==> src/rtl/mnasser_scan_counter_pkg.sv <==
// Shared definitions for the scanned up/down counter: mode encodings and
// the hex 7-segment glyph table (bit0=a .. bit6=g, active-high).
package mnasser_pkg;

  typedef enum logic [1:0] {
    MODE_HOLD = 2'b00,
    MODE_UP   = 2'b01,
    MODE_DOWN = 2'b10,
    MODE_RSVD = 2'b11
  } mode_e;

  // Element 0 is the rightmost entry: glyph '0'.
  localparam logic [15:0][6:0] GLYPHS = {
    7'h71, 7'h79, 7'h5E, 7'h39, 7'h7C, 7'h77, 7'h6F, 7'h7F,
    7'h07, 7'h7D, 7'h6D, 7'h66, 7'h4F, 7'h5B, 7'h06, 7'h3F
  };

endpackage

==> src/rtl/mnasser_scan_counter_seg7.sv <==
// Hex nibble to 7-segment glyph decoder (combinational).
module seg7
  import mnasser_pkg::*;
(
  input  logic [3:0] nibble_i,
  output logic [6:0] segments_o
);

  assign segments_o = GLYPHS[nibble_i];

endmodule

==> src/rtl/mnasser_scan_counter.sv <==
// Loadable up/down counter (hold/wrap/saturate) with carry pulse, shown on
// DIGITS time-multiplexed 7-segment digits scanned by a SCAN_DIV divider.
module mnasser_scan_counter
  import mnasser_pkg::*;
#(
  parameter int unsigned WIDTH    = 8,
  parameter int unsigned DATA_W   = 6,
  parameter int unsigned DIGITS   = 2,
  parameter int unsigned SCAN_DIV = 4
) (
  input  logic              clk,
  input  logic              reset,
  input  logic              load,
  input  logic [DATA_W-1:0] load_data,
  input  logic [1:0]        mode,
  input  logic              sat_en,
  output logic [WIDTH-1:0]  count,
  output logic              carry,
  output logic [6:0]        segments,
  output logic [DIGITS-1:0] digit_sel
);

  localparam int unsigned DIV_W = (SCAN_DIV > 1) ? $clog2(SCAN_DIV) : 1;
  localparam int unsigned IDX_W = (DIGITS > 1) ? $clog2(DIGITS) : 1;
  localparam int unsigned PAD_W = 4 * DIGITS;

  logic [WIDTH-1:0]  count_q, count_d;
  logic              carry_q, carry_d;
  logic [DIV_W-1:0]  div_q, div_d;
  logic [IDX_W-1:0]  idx_q, idx_d;
  logic [DIGITS-1:0] sel_q, sel_d;
  logic [6:0]        seg_q, seg_d;

  logic              div_term;
  logic [PAD_W-1:0]  count_ext;
  logic [3:0]        nibble;

  always_comb begin
    count_d = count_q;
    carry_d = 1'b0;
    if (load) begin
      count_d = WIDTH'(load_data);
    end else begin
      case (mode_e'(mode))
        MODE_UP: begin
          if (count_q == '1) begin
            carry_d = 1'b1;
            if (!sat_en) count_d = '0;
          end else begin
            count_d = count_q + WIDTH'(1);
          end
        end
        MODE_DOWN: begin
          if (count_q == '0) begin
            carry_d = 1'b1;
            if (!sat_en) count_d = '1;
          end else begin
            count_d = count_q - WIDTH'(1);
          end
        end
        default: ;
      endcase
    end
  end

  always_comb begin
    div_term = (div_q == DIV_W'(SCAN_DIV - 1));
    div_d    = div_term ? '0 : div_q + DIV_W'(1);
    idx_d    = idx_q;
    if (div_term) begin
      idx_d = (idx_q == IDX_W'(DIGITS - 1)) ? '0 : idx_q + IDX_W'(1);
    end
  end

  // Display uses the pre-edge index and count, so segments lag count by one cycle.
  always_comb begin
    count_ext = PAD_W'(count_q);
    nibble    = '0;
    for (int unsigned d = 0; d < DIGITS; d++) begin
      if (idx_q == IDX_W'(d)) nibble = count_ext[4*d +: 4];
    end
    sel_d = DIGITS'(1) << idx_q;
  end

  seg7 u_seg7 (
    .nibble_i   (nibble),
    .segments_o (seg_d)
  );

  always_ff @(posedge clk or negedge reset) begin
    if (!reset) begin
      count_q <= '0;
      carry_q <= 1'b0;
      div_q   <= '0;
      idx_q   <= '0;
      sel_q   <= DIGITS'(1);
      seg_q   <= 7'h3F;
    end else begin
      count_q <= count_d;
      carry_q <= carry_d;
      div_q   <= div_d;
      idx_q   <= idx_d;
      sel_q   <= sel_d;
      seg_q   <= seg_d;
    end
  end

  assign count     = count_q;
  assign carry     = carry_q;
  assign segments  = seg_q;
  assign digit_sel = sel_q;

endmodule

==> config.mk <==
export PLATFORM = sky130hd
export DESIGN_NAME = mnasser_scan_counter
export DESIGN_NICKNAME = d
export VERILOG_FILES = /design/src/rtl/mnasser_scan_counter_pkg.sv /design/src/rtl/mnasser_scan_counter_seg7.sv /design/src/rtl/mnasser_scan_counter.sv
export SDC_FILE = /design/constraint.sdc
export NUM_CORES = 1
export LEC_CHECK = 0
export BUFFER_PORTS_ARGS = -buffer_cell sky130_fd_sc_hd__buf_2
export CAP_MARGIN = 30
export CORE_MARGIN = 2
export CORE_UTILIZATION = 35
export CTS_BUF_LIST = sky130_fd_sc_hd__clkbuf_16
export CTS_CLUSTER_DIAMETER = 200
export DETAILED_ROUTE_END_ITERATION = 6
export PLACE_DENSITY = 0.65
export SLEW_MARGIN = 10
export SYNTH_ARGS = -nofsm -noshare
export SYNTH_HDL_FRONTEND = slang
export SYNTH_SLANG_ARGS = --single-unit
==> constraint.sdc <==
create_clock -name clk -period 2.14 [get_ports clk]
set_input_delay 0.214 -clock clk [delete_from_list [all_inputs] [get_ports clk]]
set_output_delay 0.214 -clock clk [all_outputs]
set_load 0.03 [all_outputs]
Word level (Yosys, flattened, before mapping)
Memories as Yosys holds them, arrays and structs flattened. A register that Yosys moved wholly into a read port is not among the register bits.
Cells that the tools add are included.
{ "classes": {"addsub": 4, "eq_ne": 6, "shift": 1, "mux": 13, "reduce_logical": 4} }
{ "op_table": {"columns": ["op", "n"], "rows": [
  ["2-to-1 mux 8 bit", 5],
  ["one-hot mux 8 bit (2 select lines)", 1],
  ["adder 8 x 1 -> 8 bit (second input constant)", 1],
  ["== test 8 bit (second input constant)", 1],
  ["logical NOT 8 bit", 1],
  ["!= test 4 bit (second input constant)", 2],
  ["subtractor 8 x 1 -> 8 bit (second input constant)", 1],
  ["== test 2 bit (second input constant)", 2],
  ["2-to-1 mux 1 bit", 4],
  ["2-to-1 mux 4 bit", 1],
  ["AND reduction 3 bit", 1],
  ["nonzero test 3 bit", 1],
  ["adder 2 x 1 -> 2 bit (second input constant)", 1],
  ["== test 2 x 1 -> 1 bit (second input constant)", 1],
  ["2-to-1 mux 2 bit", 1],
  ["one-hot mux 1 bit (2 select lines)", 1],
  ["<< shifter 1 x 1 -> 2 bit (first input constant)", 1],
  ["adder 1 bit (second input constant)", 1],
  ["logical NOT 1 bit", 1]
]} }
{ "word_totals": {"register_bits": 14, "rom_bits": 112, "in_bits": 12, "out_inout_bits": 18, "wordCells": 34, "n_memories": 1} }
{ "memory_table": {"columns": ["memory", "words", "word_bits", "rd", "rd_ports_with_merged_regs", "write_ports", "line_no", "rtl"], "rows": [
  ["(no name shown)", 16, 7, 1, 1, 0, "mnasser_scan_counter_seg7.sv:9", "assign segments_o = GLYPHS[nibble_i];"]
]} }

Logic depth before layout (Yosys ltp)
Gate-level depths: netlist (run 1).
{ "logic_depth": {"word_depth": 4, "depth_mapped": 8} }

Hierarchy
From an unflattened synthesis (run 1), not the netlist that was laid out.
{ "unflattened": {"hier_cells": 165, "area_unflattened_um2": 1622.8} }
{ "modules_own_cells": {"columns": ["module", "instances", "cells_per_inst", "area_each_um2", "seq_area_each_um2"], "rows": [
  ["mnasser_scan_counter", 1, 132, 1332.5, 534.3],
  ["seg7", 1, 33, 290.3, 0.0]
]} }

Least setup slack after synthesis (run 1)
Ideal clock, no wire load.
{ "synth_path": {"path_type": "register to register", "start": "reg count_q[0], in the netlist count[0]", "end": "reg count_q[0], in the netlist count[0]", "arrival_time_ps": 2191, "required_ps": 2015, "setup_slack_ps": -176, "stages_incl_launch_ff": 8, "n_path_buf": 1, "synth_period_minus_slack_ps": 2316, "path_cell_list": "dfrtp_1 ha_1 and2_0 clkbuf_1 and4_1 or2_4 a31oi_4 mux2_4"} }
{ "synth_via": {"elab_chain_len": 4, "elab_cells_between_ends": 11, "classes_between": "add/sub: 2; eq/ne: 3; mux: 4; reduce/logical: 2"} }
{ "synth_rtl": {"columns": ["item", "line_no", "rtl"], "rows": [
  ["from (decl)", "mnasser_scan_counter.sv:27", "logic [WIDTH-1:0] count_q, count_d;"],
  ["from (signal assigned)", "mnasser_scan_counter.sv:99", "count_q <= count_d;"],
  ["subtractor 8 x 1 -> 8 bit, or another cell as far along", "mnasser_scan_counter.sv:58", "count_d = count_q - WIDTH'(1);"],
  ["2-to-1 mux 8 bit (on tied branches)", "mnasser_scan_counter.sv:54, mnasser_scan_counter.sv:46", null],
  ["one-hot mux 8 bit (2 select lines)", "mnasser_scan_counter.sv:44", "case (mode_e'(mode))"],
  ["2-to-1 mux 8 bit", "mnasser_scan_counter.sv:41", "if (load) begin"]
]} }
Parallel ways exist; a longest one is shown, timed or not.
A chain may end at the register's enable or synchronous reset.

Worst setup path after layout (run 1)
Same ends and word-level chain as after synthesis.

==> results of run 1 <==
critical path, stage by stage, from the launching register on:
cell	delay, ns
dfrtp_2	0.44
ha_2	0.21
and2_0	0.14
and4_1	0.22
or2_4	0.25
a31oi_4	0.35
mux2_4	0.34
report_power, final:
part | switching, mW | internal [mW] | leakage (nW) | total [mW]
combinational | 0.520 | 0.332 | 0.634 | 0.851
clock | 0.162 | 0.253 | 0.0371 | 0.415
sequential | 0.0405 | 0.508 | 0.238 | 0.548
Yosys cell counts, drive strengths merged, types with 4 or more instances:
cell type  number  area share
a21oi          14       0.044
dfrtp          14        0.22
ha             13        0.10
inv            11       0.026
o21ai          11       0.035
nor2            9       0.021
clkbuf          8       0.020
mux2i           8       0.050
dfstp           7        0.12
nand2           7       0.016
nor3            7       0.022
buf             5       0.023
mux2            5       0.045
a31oi           4       0.025
nand3           4       0.013
kinds of logic (layout without fill, tap and decap cells):
logic type | after synthesis | count (layout) | synth area share
XOR/XNOR | 4 | 4 | 0.0220
multiplexers | 13 | 13 | 0.0950
buffers and inverters | 24 | 64 | 0.0683
adder cells (fa/ha/maj) | 13 | 13 | 0.102
flip-flops | 21 | 21 | 0.335
AND/OR/NAND/NOR | 43 | 43 | 0.161
AO/OA/AOI/OAI | 51 | 51 | 0.217
per-stage QoR:
stage          setup slack [ns]  hold slack [ns]  instances
4_1_cts                  0.0669            0.217        261
2_1_floorplan           -0.0537          -0.0816        169
3_3_place_gp              0.111            0.212        256
5_1_grt                 0.00310            0.222        261
6_report                 0.0722            0.206        261
3_5_place_dp             0.0774            0.212        256
timing repair:
action	CTS	global route
hold buffers	1	0
setup endpoints to repair	0	3
endpoints found under the hold margin	14	0
setup buffers	0	0
gates resized for setup	0	1
cell type report:
| cell class | count | area [um2] | share of cell area |
|---|---|---|---|
| flip-flops and latches | 21 | 542 | 0.273 |
| clock inverters | 1 | 7.51 | 0.00379 |
| repair buffers | 49 | 298 | 0.150 |
| inverters | 11 | 41.3 | 0.0208 |
| multi-input cells | 124 | 953 | 0.481 |
| well taps | 52 | 65.1 | 0.0328 |
| clock buffers | 3 | 75.1 | 0.0379 |
sequential cells by signal (all words and copies together) (netlist names):
register	flops
div_q	2
count	8
segments	7
idx_q	1
digit_sel	2
carry	1
worst paths after layout:
path,from,to,depth (start not counted)
worst max-delay path,count[0],count[0],6
worst min register to register,div_q[0],div_q[0],1
max in group asynchronous,reset,count[0],2
min in group asynchronous,reset,carry,2
worst min-delay path,load_data[2],count[2],3
worst max register to register,count[0],count[0],6
metal layers:
layer	vias to the layer above	part of all wire	global-route usage
li1	691	-	-
met1	648	0.48	0.215
met2	50	0.46	0.247
met3	8	0.051	0.0211
met4	0	0.015	0.0377
met5	-	0	0
==> qor.txt, run 1 <==
Die Area = 5110 um2
DR WL/cell = 14.6 um
Synth Warn # = 0
clock root buffer = clkbuf_16
Port Buffers = 29
total chip power = 1.81 mW
max cap viols = 0
Post-synth EDFFs = 0
required time of the critical path = 2.28 ns
top_reg_cell synth = dfrtp_1
critical path class = flip-flop to flip-flop
Finished Cell Area = 1980 um2
clock sinks = 21
Area Overhead vs Synth = 24.3%
Synth Area per Inst = 9.43 um2
Crit Path Max Fanout = 8
final hold viol count = 0
min-delay worst type = input pin to flip-flop
status = completed
final setup fails = 0
Sum Neg Setup Slack = 0 ns
Vias/cell = 5.35
largest net degree at the start of global routing = 22
CTS tree = yes
# diodes = 0
post-DP HPWL = 2890 um
Fill cells = 428
first-pass iteration count of the detailed router = 4
fin crit period = 2.07 ns
commonest non-fill, non-tap cell in the layout = buf_2
Pwr Density = 916 nW/um2
RSZ-0062 raised after global routing = false
Core Util, Final = 0.452
number of global-route vias before repair = 1247
Worst Path Arrival = 2.21 ns
critical path capture point type = flip-flop
actual slew at the worst max-slew pin = 0.507 ns
final antenna-violating net count = 0
crit path launch type = flip-flop
Final period util = 0.966
Global Route Usage Sum = 0.152
total grt overflow = 0
core area = 4380 um2
max-slew violations = 0
GP Congestion = 0.864
most frequent cells in the layout = buf_2 (29), buf_4 (19), a21oi_1 (14)
starting density of the core = 0.364
Fmax achieved = 484 MHz
Gate Count Post-Synth = 169
async set-reset flop share out of synthesis = 1.00
Layout Skew = 0.000937 ns
Worst-path clk slew = 0.06 ns
share of cells above drive strength 1 = 0.373
Peak VDD IR = 0.000448 V
initial antenna violation count = 0
die outline height = 71.5 um
Clock Path Buffers = 2
syn_nets = 194
Die Span X = 71.5 um
I/O pins = 30
Post-DP Area = 1890 um2
Post-route DRC = 0
Starting DRT DRC Count = 107
Leak = 0.909 nW
sequential-to-total area share from yosys stat = 0.335
CTS Buf Count = 3
Rows = 24
synthesized flop and latch total = 21
Distinct cells, synth = 48
routed wire length = 3810 um
Vias = 1397
first-pass GRT wire length = 6120 um
clk_lat worst skew = 0.26 ns
mapped cell area = 1590 um2
R2R Setup Slk = 0.07 ns
final net count = 235
Slew HR = 0.662
H-tree levels = 1
No activity file was read; power rests on OpenSTA's default activity.
==> inputs of run 2 (changes only) <==
--- a/config.mk
+++ b/config.mk
@@ -12,6 +12,7 @@
 export CTS_BUF_LIST = sky130_fd_sc_hd__clkbuf_16
 export CTS_CLUSTER_DIAMETER = 200
 export DETAILED_ROUTE_END_ITERATION = 6
+export MAX_ROUTING_LAYER = met4
 export PLACE_DENSITY = 0.65
 export SLEW_MARGIN = 10
 export SYNTH_ARGS = -nofsm -noshare
==> run 2 against run 1 <==
  * Routed wire length decreased by 0.71%
  * Clock power about the same
  * Via count decreased by 1.1%
  * Worst setup slack improved by 0.0017 ns
  * Critical endpoint unchanged
  * Largest cell class unchanged
==> qor.txt, run 2 (synthesis gave the netlist of run 1 again) <==
status = completed
RSZ-0062 raised after global routing = false
die outline height = 71.5 um (unchanged)
CTS Buf Count = 3 (unchanged)
multi-input combinational cell area = 953 um2 (unchanged)
clk_lat worst skew = 0.26 ns (about the same)
Rows = 24 (unchanged)
first-pass GRT wire length = 6130 um (+0.11%)
first-pass iteration count of the detailed router = 4 (unchanged)
DR WL/cell = 14.5 um (-0.71%)
critical path capture point type = flip-flop
Worst-path clk slew = 0.06 ns (about the same)
Worst Path Arrival = 2.21 ns (about the same)
Die Span X = 71.5 um (unchanged)
Final period util = 0.965 (about the same)
capture point of the worst reg-to-reg path = count[0]
Peak VDD IR = 0.000446 V (-0.47%)
Worst setup startpoint = count[0]
actual slew at the worst max-slew pin = 0.508 ns (+0.00112 ns)
CTS tree = yes
hold slack final = 0.206 ns (+0.000473 ns)
clock sinks = 21 (unchanged)
initial antenna violation count = 0 (unchanged)
max-slew violations = 0 (unchanged)
worst setup path end = count[0]
most frequent cells in the layout = buf_2 (29), buf_4 (19), a21oi_1 (14)
post-DP HPWL = 2890 um (unchanged)
fin crit period = 2.07 ns (-0.00172 ns)
R2R Setup Slk = 0.07 ns (about the same)
crit path launch type = flip-flop
Sum Neg Setup Slack = 0 ns (unchanged)
Port Buffers = 29 (unchanged)
Layout Skew = 0.00174 ns (+0.000800 ns)
Area Overhead vs Synth = 24.3% (unchanged)
FF-to-FF Start = count[0]
GP Congestion = 0.878 (+1.6%)
total chip power = 1.81 mW (-0.13%)
critical path class = flip-flop to flip-flop
Vias = 1381 (-1.1%)
Die Area = 5110 um2 (unchanged)
r2r worst-path depth = 6 (unchanged)
largest net degree at the start of global routing = 22 (unchanged)
final hold viol count = 0 (unchanged)
core area = 4380 um2 (unchanged)
Vias/cell = 5.29 (-1.1%)
Starting DRT DRC Count = 114 (+6.5%)
commonest non-fill, non-tap cell in the layout = buf_2
clock root buffer = clkbuf_16
final net count = 235 (unchanged)
required time of the critical path = 2.28 ns (about the same)
Pwr Density = 914 nW/um2 (-0.13%)
final setup fails = 0 (unchanged)
Global Route Usage Sum = 0.157 (+0.00458)
final antenna-violating net count = 0 (unchanged)
max cap viols = 0 (unchanged)
Hold Path Origin = load_data[2]
I/O pins = 30 (unchanged)
H-tree levels = 1 (unchanged)
Fill cells = 428 (unchanged)
register area = 542 um2 (unchanged)
Slew HR = 0.661 (-0.000749)
Fmax achieved = 484 MHz (about the same)
number of global-route vias before repair = 1245 (-0.16%)
min-delay worst type = input pin to flip-flop
Clock Path Buffers = 2 (unchanged)
share of cells above drive strength 1 = 0.373 (unchanged)
Leak = 0.909 nW (unchanged)
Crit Path Max Fanout = 8 (unchanged)
starting density of the core = 0.364 (unchanged)
# diodes = 0 (unchanged)
Post-route DRC = 0 (unchanged)
max reg flops = 8 (unchanged)
total grt overflow = 0 (unchanged)
routed wire length = 3780 um (-0.71%)
## run 2: repair_timing
| action | 4_1_cts | 5_1_grt |
|---|---|---|
| hold endpoints to repair | 14 | 0 |
| resized for setup | 0 | 1 |
| hold buffers | 1 | 0 |
| buffers inserted | 0 | 0 |
| endpoints found under the setup margin | 0 | 3 |
## run 2: report_power, final
part | internal, mW | leakage [nW] | switching (mW)
Sequential | 0.508 | 0.238 | 0.0409
Combinational | 0.332 | 0.634 | 0.518
Clock | 0.253 | 0.0371 | 0.161
Total | 1.09 | 0.909 | 0.720
## run 2: layout make-up
type,instances,area share
multi-input combinational,124,0.481
sequential,21,0.273
timing repair buffer,49,0.150
clock buffer,3,0.0379
tap,52,0.0328
inverter,11,0.0208
clock inverter,1,0.00379
## run 2: worst min-delay path by stage
stage / endpoint / cells after the start
floorplan: carry / 0
global placement: count[3] / 1
detailed placement: carry / 1
CTS: count[2] / 3
global route: count[2] / 3
finish: count[2] / 3
## run 2: critical path: stages, from the launching register on
cell,delay (ns)
dfrtp_2,0.44
ha_2,0.21
and2_0,0.14
and4_1,0.22
or2_4,0.25
a31oi_4,0.35
mux2_4,0.34
## run 2: per-stage QoR
stage               worst slack (ns)  area, um2  cells   util
floorplan                    -0.0537       1600    169      -
global placement               0.111       1890    256  0.431
detailed placement            0.0774       1890    256  0.431
CTS                           0.0669       1980    261  0.452
global route                 0.00310       1980    261  0.452
finish                        0.0739       1980    261  0.452
## run 2: metal layers
metal	vias up	wire, um	part of all wire	GRT usage
met4	0	40	0.011	0.0377
met3	4	149	0.039	0.0183
met5	-	0	0	-
met2	33	1770	0.47	0.246
met1	650	1820	0.48	0.218
li1	694	-	-	-
